[config.mk]
export PLATFORM = sky130hd
export DESIGN_NAME = hp_ctrl
export DESIGN_NICKNAME = d
export VERILOG_FILES = /design/src/rtl/hp_ctrl_pkg.sv /design/src/rtl/hp_ctrl_frame_tick.sv /design/src/rtl/hp_ctrl.sv
export SDC_FILE = /design/constraint.sdc
export NUM_CORES = 1
export LEC_CHECK = 0
export BUFFER_PORTS_ARGS = -buffer_cell sky130_fd_sc_hd__buf_4
export CAP_MARGIN = 0
export CORE_MARGIN = 3
export CORE_UTILIZATION = 38
export CTS_BUF_LIST = sky130_fd_sc_hd__clkbuf_2 sky130_fd_sc_hd__clkbuf_4 sky130_fd_sc_hd__clkbuf_8
export CTS_CLUSTER_DIAMETER = 150
export DETAILED_ROUTE_END_ITERATION = 7
export MAX_ROUTING_LAYER = met4
export PLACE_DENSITY = 0.63
export SYNTH_ARGS = -nofsm -noshare
export SYNTH_HDL_FRONTEND = slang
export SYNTH_SLANG_ARGS = --single-unit
[constraint.sdc]
create_clock -name clk -period 2.3 [get_ports clk]
set_input_delay 0.46 -clock clk [delete_from_list [all_inputs] [get_ports clk]]
set_output_delay 0.46 -clock clk [all_outputs]
set_load 0.01 [all_outputs]
[src/rtl/hp_ctrl_pkg.sv]
// Shared game definitions: HP controller state encoding, default HP limits
// and the saturating HP increment used wherever HP is healed.
package hp_ctrl_pkg;

    typedef enum logic [1:0] {
        IDLE   = 2'd0,
        RUN    = 2'd1,
        INVULN = 2'd2,
        DEAD   = 2'd3
    } hp_state_t;

    localparam int unsigned HP_MAX_DEF        = 32'd9;
    localparam int unsigned HP_INIT_DEF       = 32'd9;
    localparam int unsigned INVULN_FRAMES_DEF = 32'd60;

    function automatic logic [3:0] hp_sat_inc(input logic [3:0] hp, input logic [3:0] hp_max);
        logic [3:0] res;
        if (hp >= hp_max) begin
            res = hp_max;
        end else begin
            res = hp + 4'd1;
        end
        return res;
    endfunction

endpackage

[src/rtl/hp_ctrl_frame_tick.sv]
// Rising-edge detector on vertical blank: one tick per frame, reusable by any
// frame-synchronous game logic.
module frame_tick (
    input  logic clk,
    input  logic rst,
    input  logic vblnk,
    output logic tick
);

    logic vblnk_d_r;

    // Delayed copy of vblnk for edge detection.
    always_ff @(posedge clk) begin
        if (rst) begin
            vblnk_d_r <= 1'b0;
        end else begin
            vblnk_d_r <= vblnk;
        end
    end

    assign tick = vblnk & ~vblnk_d_r;

endmodule

[src/rtl/hp_ctrl.sv]
// Frame-synchronous hit-point controller: gameplay events are latched during
// the frame and applied only at the vblank rising edge.
module hp_ctrl
    import hp_ctrl_pkg::*;
#(
    parameter int unsigned HP_MAX        = HP_MAX_DEF,
    parameter int unsigned HP_INIT       = HP_INIT_DEF,
    parameter int unsigned INVULN_FRAMES = INVULN_FRAMES_DEF
) (
    input  logic       clk,
    input  logic       rst,
    input  logic       vblnk,
    input  logic       game_start,
    input  logic       hit,
    input  logic       heal,
    output logic [3:0] hp_out,
    output logic       invuln,
    output logic       blink,
    output logic       game_over
);

    localparam logic [3:0] HP_MAX_L  = 4'(HP_MAX);
    localparam logic [3:0] HP_INIT_L = 4'(HP_INIT);
    localparam logic [7:0] INV_L     = 8'(INVULN_FRAMES);

    hp_state_t  state_r, state_s;
    logic [3:0] hp_r, hp_s;
    logic [7:0] cnt_r, cnt_s;
    logic       hit_p_r, hit_p_s;
    logic       heal_p_r, heal_p_s;
    logic       invuln_r, blink_r, game_over_r;
    logic       tick_s;

    frame_tick u_frame_tick (
        .clk   (clk),
        .rst   (rst),
        .vblnk (vblnk),
        .tick  (tick_s)
    );

    // Next-state, HP and pending-event logic; game_start overrides everything.
    always_comb begin
        state_s = state_r;
        hp_s    = hp_r;
        cnt_s   = cnt_r;
        // A pulse in the tick cycle survives the clear and waits for the next frame.
        hit_p_s  = (hit & (state_r == RUN)) | (hit_p_r & ~tick_s);
        heal_p_s = (heal & ((state_r == RUN) | (state_r == INVULN))) | (heal_p_r & ~tick_s);

        case (state_r)
            RUN: begin
                if (tick_s) begin
                    if (hit_p_r) begin
                        if (hp_r <= 4'd1) begin
                            hp_s    = 4'd0;
                            state_s = DEAD;
                        end else begin
                            hp_s    = hp_r - 4'd1;
                            cnt_s   = INV_L;
                            state_s = INVULN;
                        end
                    end else if (heal_p_r) begin
                        hp_s = hp_sat_inc(hp_r, HP_MAX_L);
                    end else begin
                        hp_s = hp_r;
                    end
                end else begin
                    hp_s = hp_r;
                end
            end
            INVULN: begin
                if (tick_s) begin
                    if (heal_p_r) begin
                        hp_s = hp_sat_inc(hp_r, HP_MAX_L);
                    end else begin
                        hp_s = hp_r;
                    end
                    cnt_s = cnt_r - 8'd1;
                    if (cnt_r == 8'd1) begin
                        state_s = RUN;
                    end else begin
                        state_s = INVULN;
                    end
                end else begin
                    cnt_s = cnt_r;
                end
            end
            IDLE:    state_s = IDLE;
            DEAD:    state_s = DEAD;
            default: state_s = IDLE;
        endcase

        if (game_start) begin
            state_s  = RUN;
            hp_s     = HP_INIT_L;
            cnt_s    = 8'd0;
            hit_p_s  = 1'b0;
            heal_p_s = 1'b0;
        end else begin
            state_s = state_s;
        end
    end

    // State, HP, counter, pending flags and registered flag outputs.
    always_ff @(posedge clk) begin
        if (rst) begin
            state_r     <= IDLE;
            hp_r        <= HP_INIT_L;
            cnt_r       <= 8'd0;
            hit_p_r     <= 1'b0;
            heal_p_r    <= 1'b0;
            invuln_r    <= 1'b0;
            blink_r     <= 1'b0;
            game_over_r <= 1'b0;
        end else begin
            state_r     <= state_s;
            hp_r        <= hp_s;
            cnt_r       <= cnt_s;
            hit_p_r     <= hit_p_s;
            heal_p_r    <= heal_p_s;
            invuln_r    <= (state_s == INVULN);
            blink_r     <= (state_s == INVULN) & cnt_s[2];
            game_over_r <= (state_s == DEAD);
        end
    end

    assign hp_out    = hp_r;
    assign invuln    = invuln_r;
    assign blink     = blink_r;
    assign game_over = game_over_r;

endmodule

==> results by group, run 1 <==
Outcome
  – Status: finished, final reports clean

Clocking
  – Post-cts repair resize count: 0
  – CTS tree: done
  – TritonCTS Buffers: 3
  – Max H-tree Level: 1
  – Root Buffer: clkbuf_4
  – Worst skew pair latency: 0.30 ns
  – CTS max path bufs: 2
  – Cts hold-fix bufs: 0
  – Setup Fix Bufs, Post-CTS: 0
  – CTS clk-pin slew, worst paths: 0.11 ns
  – Num Clock Sinks: 20

Global routing
  – Total gr overflow: 0
  – Initial antenna violation count: 0
  – First-pass GRT wire length: 4630 um
  – Vias in the first global route: 1,028
  – GRT Util Overall: 0.147
  – Pin count of the biggest net entering global routing: 13

Worst setup path
  – Startpoint Class: register
  – Worst Path Max Fanout: 8
  – R2r worst-path depth: 7
  – WP data arrival: 2.30 ns
  – Worst R2R Setup Slack: 0.20 ns
  – Setup CP Type: register to register
  – Required time worst endpoint: 2.50 ns
  – Worst setup EP type: register
  – RR Endpoint: cnt_r[4]
  – R2r startpoint: hp_out[0]

Timing
  – Max Freq: 477 MHz
  – Period utilization: 0.911
  – Clock skew: 0.00128 ns
  – Setup Viol. Count Final: 0
  – Hold Vio Cnt, Final: 0
  – Worst-margin pin slew: 0.536 ns
  – Max_slew headroom: 0.639
  – Tmin final: 2.10 ns
  – RSZ-0062 raised after global routing: no
  – Setup Total Neg Slack: 0 ns
  – Slew Viols, Final: 0

Floorplanning
  – Starting Density: 0.419
  – Num rows: 19
  – DIE HEIGHT: 62.6 um
  – Top Ports: 13
  – Chip Width: 62.6 um
  – Core region area: 2900 sq um
  – Die area: 3920 sq um

Cells and area
  – Seq. cell area: 400 sq um
  – Commonest non-fill, non-tap cell in the layout: dfxtp_1
  – Final nets: 171
  – Fillers: 302
  – Commonest non-fill, non-tap cells in the layout: dfxtp_1, nor2_1, buf_4, o21ai_0
  – Synthesis-to-layout area growth: 15.3%
  – Most flops, register: cnt_r
  – Antenna diode count: 0
  – Area of the multi-input gates: 763 sq um
  – Max reg flops: 8
  – Layout cell share with drive strength beyond 1: 0.179

Detailed routing
  – DRC: 0
  – First drt pass iteration count: 4
  – Vias per cell: 5.51
  – Iter 0 DRT Violations: 50
  – DR vias: 1,091
  – Post-DRT Antenna Nets: 0
  – DR WL/cell: 13.1 um
  – Total wire length: 2590 um

Yosys
  – Synth warnings: 0
  – Post-synthesis cell count: 142
  – Post-synth EDFFs: 0
  – Async S/R FF share, synth: 0
  – Top cell type's share of synthesized area: 0.329
  – Top post-synthesis cells by area: dfxtp_1, ha_1, nor2_1
  – Syn nets: 156
  – Synth Register Bits: 20
  – Synth unique cells: 51
  – Post-synth top area cell: dfxtp_1
  – Post-synthesis sequential area ratio: 0.329
  – Most used DFF post-synth: dfxtp_1
  – Synthesized area per cell: 8.56 sq um
  – Synth Cell Area: 1220 sq um

Place
  – DP Wirelength: 1980 um
  – Routability cong.: 0.840
  – IO Port Bufs: 12

Hold path
  – Hold Crit Class: input port to register
  – WHS Path Cells: 2
  – Worst Hold Path EP: state_r[0]
  – HP Start: rst

Pwr
  – Power Density: 463 nW/um^2
  – Peak VDD IR: 0.000317 V
  – Lkg Pwr: 0.557 nW
  – Total power draw: 0.650 mW

Flow run
  – Max_cap viols: 0
==> synthesized netlist by cell type (all sizes together), types with 2 or more instances <==
master	n
a21oi	6
dfxtp	20
nor3b	2
or4	2
or3	3
o31ai	2
nor3	3
a211o	3
nand2	7
nand2b	3
o21ai	12
inv	8
nor2	18
nor2b	5
nand4	3
a2111oi	2
ha	8
nor4	2
clkbuf	5
a32o	2
==> power breakdown <==
part           leakage [nW]  switching [mW]  internal, mW
clock network        0.0210           0.109        0.0966
registers             0.162         0.00711         0.353
logic                 0.374          0.0483        0.0365
total                 0.557           0.164         0.486
==> worst max path at each step <==
stage               from       end  slack (ns)
5_1_grt        hp_out[1]  cnt_r[4]        0.04
4_1_cts        hp_out[0]  cnt_r[4]        0.20
2_1_floorplan  hp_out[0]  cnt_r[4]        0.37
3_5_place_dp   hp_out[0]  cnt_r[4]        0.23
6_report       hp_out[0]  cnt_r[4]        0.20
3_3_place_gp   hp_out[0]  cnt_r[4]        0.31
==> stage by stage <==
stage	instances	util	area, sq um	setup slack (ns)	hold WS, ns
after floorplan	142	-	1220	0.372	0.478
after global routing	198	0.484	1400	0.0356	0.330
final	198	0.484	1400	0.205	0.334
after CTS	198	0.484	1400	0.204	0.325
after detailed placement	194	0.471	1370	0.231	0.506
after global placement	194	0.471	1370	0.311	0.496
==> layer usage <==
| layer | vias to the layer above | share of wire | routed length (um) | track usage |
|---|---|---|---|---|
| li1 | 560 | - | - | - |
| met1 | 510 | 0.51 | 1310 | 0.201 |
| met3 | 4 | 0.029 | 76 | 0.0180 |
| met2 | 17 | 0.45 | 1170 | 0.221 |
| met4 | 0 | 0.013 | 33 | 0.0579 |
| met5 | - | 0 | 0 | - |
==> area by class of cell <==
type / count / area share
Clock buffer: 4 / 0.0259
Tap cell: 42 / 0.0375
Timing Repair Buffer: 16 / 0.0856
Sequential cell: 20 / 0.285
Multi-Input combinational cell: 108 / 0.544
Inverter: 8 / 0.0214
==> cell families after synthesis <==
| group | count (synthesis) | synth area share |
|---|---|---|
| buffers and inverters | 14 | 0.0432 |
| AO/OA/AOI/OAI | 43 | 0.281 |
| adder cells (fa/ha/maj) | 8 | 0.0823 |
| XOR/XNOR | 2 | 0.0144 |
| multiplexers | 1 | 0.00926 |
| AND/OR/NAND/NOR | 54 | 0.241 |
| flip-flops | 20 | 0.329 |
==> critical path, cell delays in order, from the launching register on <==
cell and delay (ns):
dfxtp_1 0.48, inv_1 0.07, ha_1 0.24, nor2_1 0.26, o31ai_4 0.13, a21oi_1 0.35, o22ai_1 0.12, a221o_1 0.34
Note: power is estimated with default switching activity, not from simulation.
==> run 2: changes to the inputs <==
--- a/config.mk
+++ b/config.mk
@@ -8,12 +8,13 @@
 export BUFFER_PORTS_ARGS = -buffer_cell sky130_fd_sc_hd__buf_4
 export CAP_MARGIN = 0
 export CORE_MARGIN = 3
-export CORE_UTILIZATION = 38
+export CORE_UTILIZATION = 43
 export CTS_BUF_LIST = sky130_fd_sc_hd__clkbuf_2 sky130_fd_sc_hd__clkbuf_4 sky130_fd_sc_hd__clkbuf_8
 export CTS_CLUSTER_DIAMETER = 150
 export DETAILED_ROUTE_END_ITERATION = 7
+export HOLD_SLACK_MARGIN = 0.15
 export MAX_ROUTING_LAYER = met4
-export PLACE_DENSITY = 0.63
+export PLACE_DENSITY = 0.68
 export SYNTH_ARGS = -nofsm -noshare
 export SYNTH_HDL_FRONTEND = slang
 export SYNTH_SLANG_ARGS = --single-unit
==> run 2 against run 1 <==
Effect of this change:
- core utilization up 5.4 points
- sequential power is essentially flat
- hold slack worse by 0.00054 ns
- register-to-register slack better by 0.02 ns
- global-route usage up 2.6 points
- cell count is 6.1% lower
- critical path depth is the same
- die area down 11%
- sequential share of layout area rose by 0.23 points
- highest routed layer unchanged
==> results by group, run 2 (synthesis results as in run 1) <==
Floorplanning
  – Num rows: 18 (-1)
  – Top Ports: 13 (unchanged)
  – Starting Density: 0.470 (+0.0502)
  – Die area: 3500 sq um (-11%)
  – DIE HEIGHT: 59.2 um (-5.4%)
  – Core region area: 2590 sq um (-11%)
  – Chip Width: 59.2 um (-5.4%)

Flow run
  – Max_cap viols: 0 (unchanged)

Cells and area
  – Synthesis-to-layout area growth: 14.4%
  – Max reg flops: 8 (unchanged)
  – Most flops, register: cnt_r
  – Commonest non-fill, non-tap cells in the layout: dfxtp_1, nor2_1, buf_4, o21ai_0
  – Fillers: 238 (-21%)
  – Final nets: 171 (unchanged)
  – Antenna diode count: 0 (unchanged)
  – Area of the multi-input gates: 767 sq um (+0.49%)
  – Layout cell share with drive strength beyond 1: 0.186 (+0.00641)
  – Seq. cell area: 400 sq um (unchanged)
  – Commonest non-fill, non-tap cell in the layout: dfxtp_1

Clocking
  – Num Clock Sinks: 20 (unchanged)
  – TritonCTS Buffers: 3 (unchanged)
  – CTS tree: done
  – CTS max path bufs: 2 (unchanged)
  – Root Buffer: clkbuf_4
  – CTS clk-pin slew, worst paths: 0.11 ns (about the same)
  – Worst skew pair latency: 0.30 ns (about the same)
  – Setup Fix Bufs, Post-CTS: 0 (unchanged)
  – Max H-tree Level: 1 (unchanged)
  – Cts hold-fix bufs: 0 (unchanged)

Detailed routing
  – Total wire length: 2670 um (+3.1%)
  – DR WL/cell: 14.3 um (+9.7%)
  – Iter 0 DRT Violations: 39 (-22%)
  – DRC: 0 (unchanged)
  – First drt pass iteration count: 4 (unchanged)
  – Vias per cell: 6.02 (+9.3%)
  – Post-DRT Antenna Nets: 0 (unchanged)
  – DR vias: 1,120 (+2.7%)

Worst setup path
  – WP data arrival: 2.33 ns (+0.03 ns)
  – R2r worst-path depth: 7 (unchanged)
  – Worst R2R Setup Slack: 0.22 ns (+0.02 ns)
  – Required time worst endpoint: 2.55 ns (+0.05 ns)
  – CP peak stage delay: 0.50 ns (+0.02 ns)
  – RR Endpoint: cnt_r[4]
  – Worst path cell trace: inv_1, ha_1, nor2_1, o31ai_4, a2111o_1, o22ai_1, a221o_1
  – Worst Path Max Fanout: 8 (unchanged)
  – Worst setup EP type: register
  – Slowest cell on the critical path: a2111o_1
  – Setup CP Type: register to register
  – R2r startpoint: hp_out[0]
  – Startpoint Class: register

Timing
  – Hold Vio Cnt, Final: 0 (unchanged)
  – Max_slew headroom: 0.631 (-0.00808)
  – Setup Viol. Count Final: 0 (unchanged)
  – Slew Viols, Final: 0 (unchanged)
  – Clock skew: 0.00671 ns (+0.00543 ns)
  – Fin worst setup slack: 0.220 ns (+0.0151 ns)
  – Period utilization: 0.904 (-0.00658)
  – Setup Total Neg Slack: 0 ns (unchanged)
  – Worst-margin pin slew: 0.548 ns (+0.0120 ns)
  – Tmin final: 2.08 ns (-0.0151 ns)
  – RSZ-0062 raised after global routing: no
  – Max Freq: 481 MHz (+0.73%)

Hold path
  – Hold Crit Class: input port to register
  – WHS Path Cells: 2 (unchanged)
  – Worst Hold Path EP: state_r[0]
  – HP Start: rst

Pwr
  – Total power draw: 0.650 mW (about the same)
  – Peak VDD IR: 0.000316 V (-0.43%)
  – Lkg Pwr: 0.557 nW (about the same)
  – Power Density: 467 nW/um^2 (+0.78%)

Global routing
  – Met3 GRT Util: 0.0370 (+0.0191)
  – Layer with the highest usage: met2
  – Vias in the first global route: 1,004 (-2.3%)
  – Met1 Use GR: 0.228 (+0.0273)
  – Total gr overflow: 0 (unchanged)
  – Initial antenna violation count: 0 (unchanged)
  – First-pass GRT wire length: 4510 um (-2.5%)
  – GRT Util Overall: 0.173 (+0.0256)
  – Met2 usage: 0.259 (+0.0379)
  – Pin count of the biggest net entering global routing: 13 (unchanged)

Place
  – Routability cong.: 0.872 (+3.8%)
  – DP Wirelength: 2020 um (+2.2%)
  – Place WS: 0.217 ns (-0.0145 ns)
  – IO Port Bufs: 12 (unchanged)

Outcome
  – Status: finished, final reports clean
## run 2: cell count changes in the layout (fill, tap and decap cells not counted)
cell and delta:
a21oi_2 +1, a21oi_1 -1
## run 2: worst max-delay path by stage
stage / startpoint / to / slack, ns / cells after the start
floorplan: hp_out[0] / cnt_r[4] / 0.37 / 7
global placement: hp_out[0] / cnt_r[4] / 0.31 / 7
detailed placement: hp_out[0] / cnt_r[4] / 0.22 / 7
CTS: hp_out[0] / cnt_r[4] / 0.17 / 7
global route: hp_out[0] / cnt_r[0] / 0.06 / 7
finish: hp_out[0] / cnt_r[4] / 0.22 / 7
## run 2: metrics by stage
step / utilization / instances / hold WS (ns) / cell area [sq um]
5_1_grt: 0.537 / 186 / 0.324 / 1390
3_3_place_gp: 0.522 / 182 / 0.495 / 1350
6_report: 0.537 / 186 / 0.333 / 1390
3_5_place_dp: 0.522 / 182 / 0.516 / 1350
2_1_floorplan: - / 142 / 0.478 / 1220
4_1_cts: 0.536 / 186 / 0.328 / 1390
## run 2: layout make-up
cell class | instances | share of cell area
multi-input cells | 108 | 0.551
flip-flops and latches | 20 | 0.288
repair buffers | 16 | 0.0863
well taps | 30 | 0.0270
clock buffers | 4 | 0.0261
inverters | 8 | 0.0216
## run 2: repair_timing
action | in CTS | in global routing
endpoints found under the hold margin | 0 | 0
gates resized for setup | 0 | 1
endpoints found under the setup margin | 0 | 1
## run 2: power breakdown
group	internal, mW	switching (mW)	total [mW]
sequential	0.353	0.00742	0.360
combinational	0.0367	0.0498	0.0866
clock	0.0965	0.107	0.203
total	0.486	0.164	0.650
## run 2: critical path: cells and delay by family (launching register included)
family	cells	cell delay [ns]
AOI/OAI and AO/OA	4	0.95
adders and majority gates	1	0.25
buffers and inverters	1	0.09
DFF	1	0.48
and+or+nand+nor	1	0.26
## run 2: routing by layer
layer  vias up  wire length, um
met5         -                0
met1       522             1250
met2        32             1250
met4         0               38
li1        559                -
met3         7              129
==> run 3: changes to the inputs <==
--- a/config.mk
+++ b/config.mk
@@ -7,6 +7,7 @@
 export LEC_CHECK = 0
 export BUFFER_PORTS_ARGS = -buffer_cell sky130_fd_sc_hd__buf_4
 export CAP_MARGIN = 0
+export CORE_ASPECT_RATIO = 1.1
 export CORE_MARGIN = 3
 export CORE_UTILIZATION = 43
 export CTS_BUF_LIST = sky130_fd_sc_hd__clkbuf_2 sky130_fd_sc_hd__clkbuf_4 sky130_fd_sc_hd__clkbuf_8
==> run 3 against run 2 <==
Effect of this change:
- core utilization is 0.51 points higher
- die area hardly changed
- clock-buffer cell count is 1 lower
- sequential cell count stayed put
- sequential share of layout area is 0.28 points lower
- highest routed layer unchanged
==> results by group, run 3 (synthesis results as in run 1) <==
Clocking
  – Num Clock Sinks: 20 (unchanged)
  – Setup Fix Bufs, Post-CTS: 0 (unchanged)
  – CTS tree: done
  – Post-cts repair resize count: 0 (unchanged)
  – CTS max path bufs: 2 (unchanged)
  – CTS clk-pin slew, worst paths: 0.12 ns (about the same)
  – TritonCTS Buffers: 3 (unchanged)
  – Max H-tree Level: 1 (unchanged)
  – Root Buffer: clkbuf_4
  – Cts hold-fix bufs: 0 (unchanged)
  – Worst skew pair latency: 0.31 ns (about the same)

Cells and area
  – Synthesis-to-layout area growth: 15.5%
  – Commonest non-fill, non-tap cells in the layout: dfxtp_1, nor2_1, buf_4, o21ai_0
  – Final Non-Filler Cells: 187 (+0.54%)
  – Antenna diode count: 0 (unchanged)
  – Most flops, register: cnt_r
  – Commonest non-fill, non-tap cell in the layout: dfxtp_1
  – Layout cell share with drive strength beyond 1: 0.179 (-0.00641)
  – Final nets: 171 (unchanged)
  – Max reg flops: 8 (unchanged)
  – Post-route cell area: 1410 sq um (+0.99%)

Pwr
  – Lkg Pwr: 0.564 nW (+1.3%)
  – Power Density: 526 nW/um^2 (+13%)
  – Internal power: 0.565 mW (+16%)
  – Comb power frac: 0.118 (-0.015)
  – Clk pwr share: 0.395 (+0.082)
  – Sequential Power Share: 0.487 (-0.067)
  – Psw: 0.173 mW (+5.7%)
  – Switch share: 0.234 (-0.0178)
  – Peak VDD IR: 0.000344 V (+9.1%)

Detailed routing
  – DRC: 0 (unchanged)
  – Total wire length: 2890 um (+8.3%)
  – DR vias: 1,130 (+0.89%)
  – Vias per cell: 6.04 (+0.35%)
  – Post-DRT Antenna Nets: 0 (unchanged)
  – First drt pass iteration count: 4 (unchanged)
  – Iter 0 DRT Violations: 45 (+15%)
  – DR WL/cell: 15.5 um (+7.7%)

Timing
  – Period utilization: 0.911 (+0.00684)
  – Setup Viol. Count Final: 0 (unchanged)
  – Worst-margin pin slew: 0.554 ns (+0.00618 ns)
  – Setup Total Neg Slack: 0 ns (unchanged)
  – Max_slew headroom: 0.627 (-0.00416)
  – Clock skew: 0.00366 ns (-0.00305 ns)
  – Hold Vio Cnt, Final: 0 (unchanged)
  – Max Freq: 477 MHz (-0.75%)
  – RSZ-0062 raised after global routing: no
  – Slew Viols, Final: 0 (unchanged)
  – Tmin final: 2.10 ns (+0.0157 ns)
  – Fin worst setup slack: 0.204 ns (-0.0157 ns)

Global routing
  – Vias in the first global route: 1,085 (+8.1%)
  – Pin count of the biggest net entering global routing: 13 (unchanged)
  – GRT Util Overall: 0.183 (+0.0101)
  – Total gr overflow: 0 (unchanged)
  – First-pass GRT wire length: 4790 um (+6.1%)
  – Initial antenna violation count: 0 (unchanged)

Worst setup path
  – Setup CP Type: register to register
  – Required time worst endpoint: 2.51 ns (-0.04 ns)
  – WP data arrival: 2.31 ns (-0.02 ns)
  – Worst setup EP type: register
  – Worst Path Max Fanout: 8 (unchanged)
  – Startpoint Class: register

Place
  – IO Port Bufs: 12 (unchanged)
  – DP Wirelength: 2150 um (+6.5%)
  – Place WS: 0.238 ns (+0.0210 ns)
  – Routability cong.: 0.935 (+7.2%)
  – Placed insts: 183 (+0.55%)
  – Cell area after placement: 1350 sq um (about the same)

Floorplanning
  – Die area: 3500 sq um (about the same)
  – Starting Density: 0.469 (about the same)
  – Core region area: 2590 sq um (about the same)
  – DIE HEIGHT: 61.8 um (+4.4%)
  – Num rows: 19 (+1)
  – Chip Width: 56.7 um (-4.2%)
  – Top Ports: 13 (unchanged)

Outcome
  – Status: finished, final reports clean

Flow run
  – Max_cap viols: 0 (unchanged)

Hold path
  – Hold Crit Class: input port to register
==> run 3: through the flow <==
step | total power [mW] | hold WS, ns | utilization
after floorplan | 0.424 | 0.478 | -
after global placement | 0.451 | 0.497 | 0.522
final | 0.739 | 0.331 | 0.542
after detailed placement | 0.453 | 0.500 | 0.522
after CTS | 0.741 | 0.330 | 0.542
after global routing | 0.769 | 0.321 | 0.542
==> run 3: worst max-delay path: stages (launching register included) <==
cell and delay, ns:
dfxtp_1 0.48, inv_1 0.08, ha_1 0.25, nor2_1 0.26, o31ai_4 0.13, a21oi_1 0.34
o22ai_1 0.12, a221o_1 0.34
==> run 3: final timing paths <==
check             from                endpoint  slack (ns)  depth (start not counted)
max reg2reg  hp_out[0]                cnt_r[4]        0.20                          7
min reg2reg   cnt_r[5]                cnt_r[5]        0.53                          1
min                rst  u_frame_tick.vblnk_d_r        0.33                          2
max          hp_out[0]                cnt_r[4]        0.20                          7
==> run 3: power by group through the flow <==
stage	logic [mW]	clock network (mW)	registers (mW)
2_1_floorplan	0.0574	0	0.367
3_3_place_gp	0.0836	0	0.367
3_5_place_dp	0.0858	0	0.368
4_1_cts	0.0866	0.295	0.360
5_1_grt	0.0959	0.312	0.361
6_report	0.0871	0.292	0.360
==> run 3: layout make-up <==
class / count / area, sq um
inverters: 8 / 30.0
fillers: 258 / 1190
clock buffers: 3 / 22.5
clock inverters: 1 / 30.0
well taps: 31 / 38.8
flip-flops and latches: 20 / 400
repair buffers: 16 / 120
multi-input cells: 108 / 763
==> run 3: layer usage <==
layer  vias up  wire length [um]  track usage
met4         0                42       0.0881
met1       535              1290        0.210
met3         5               116       0.0207
met5         -                 0            -
met2        32              1440        0.323
li1        558                 -            -
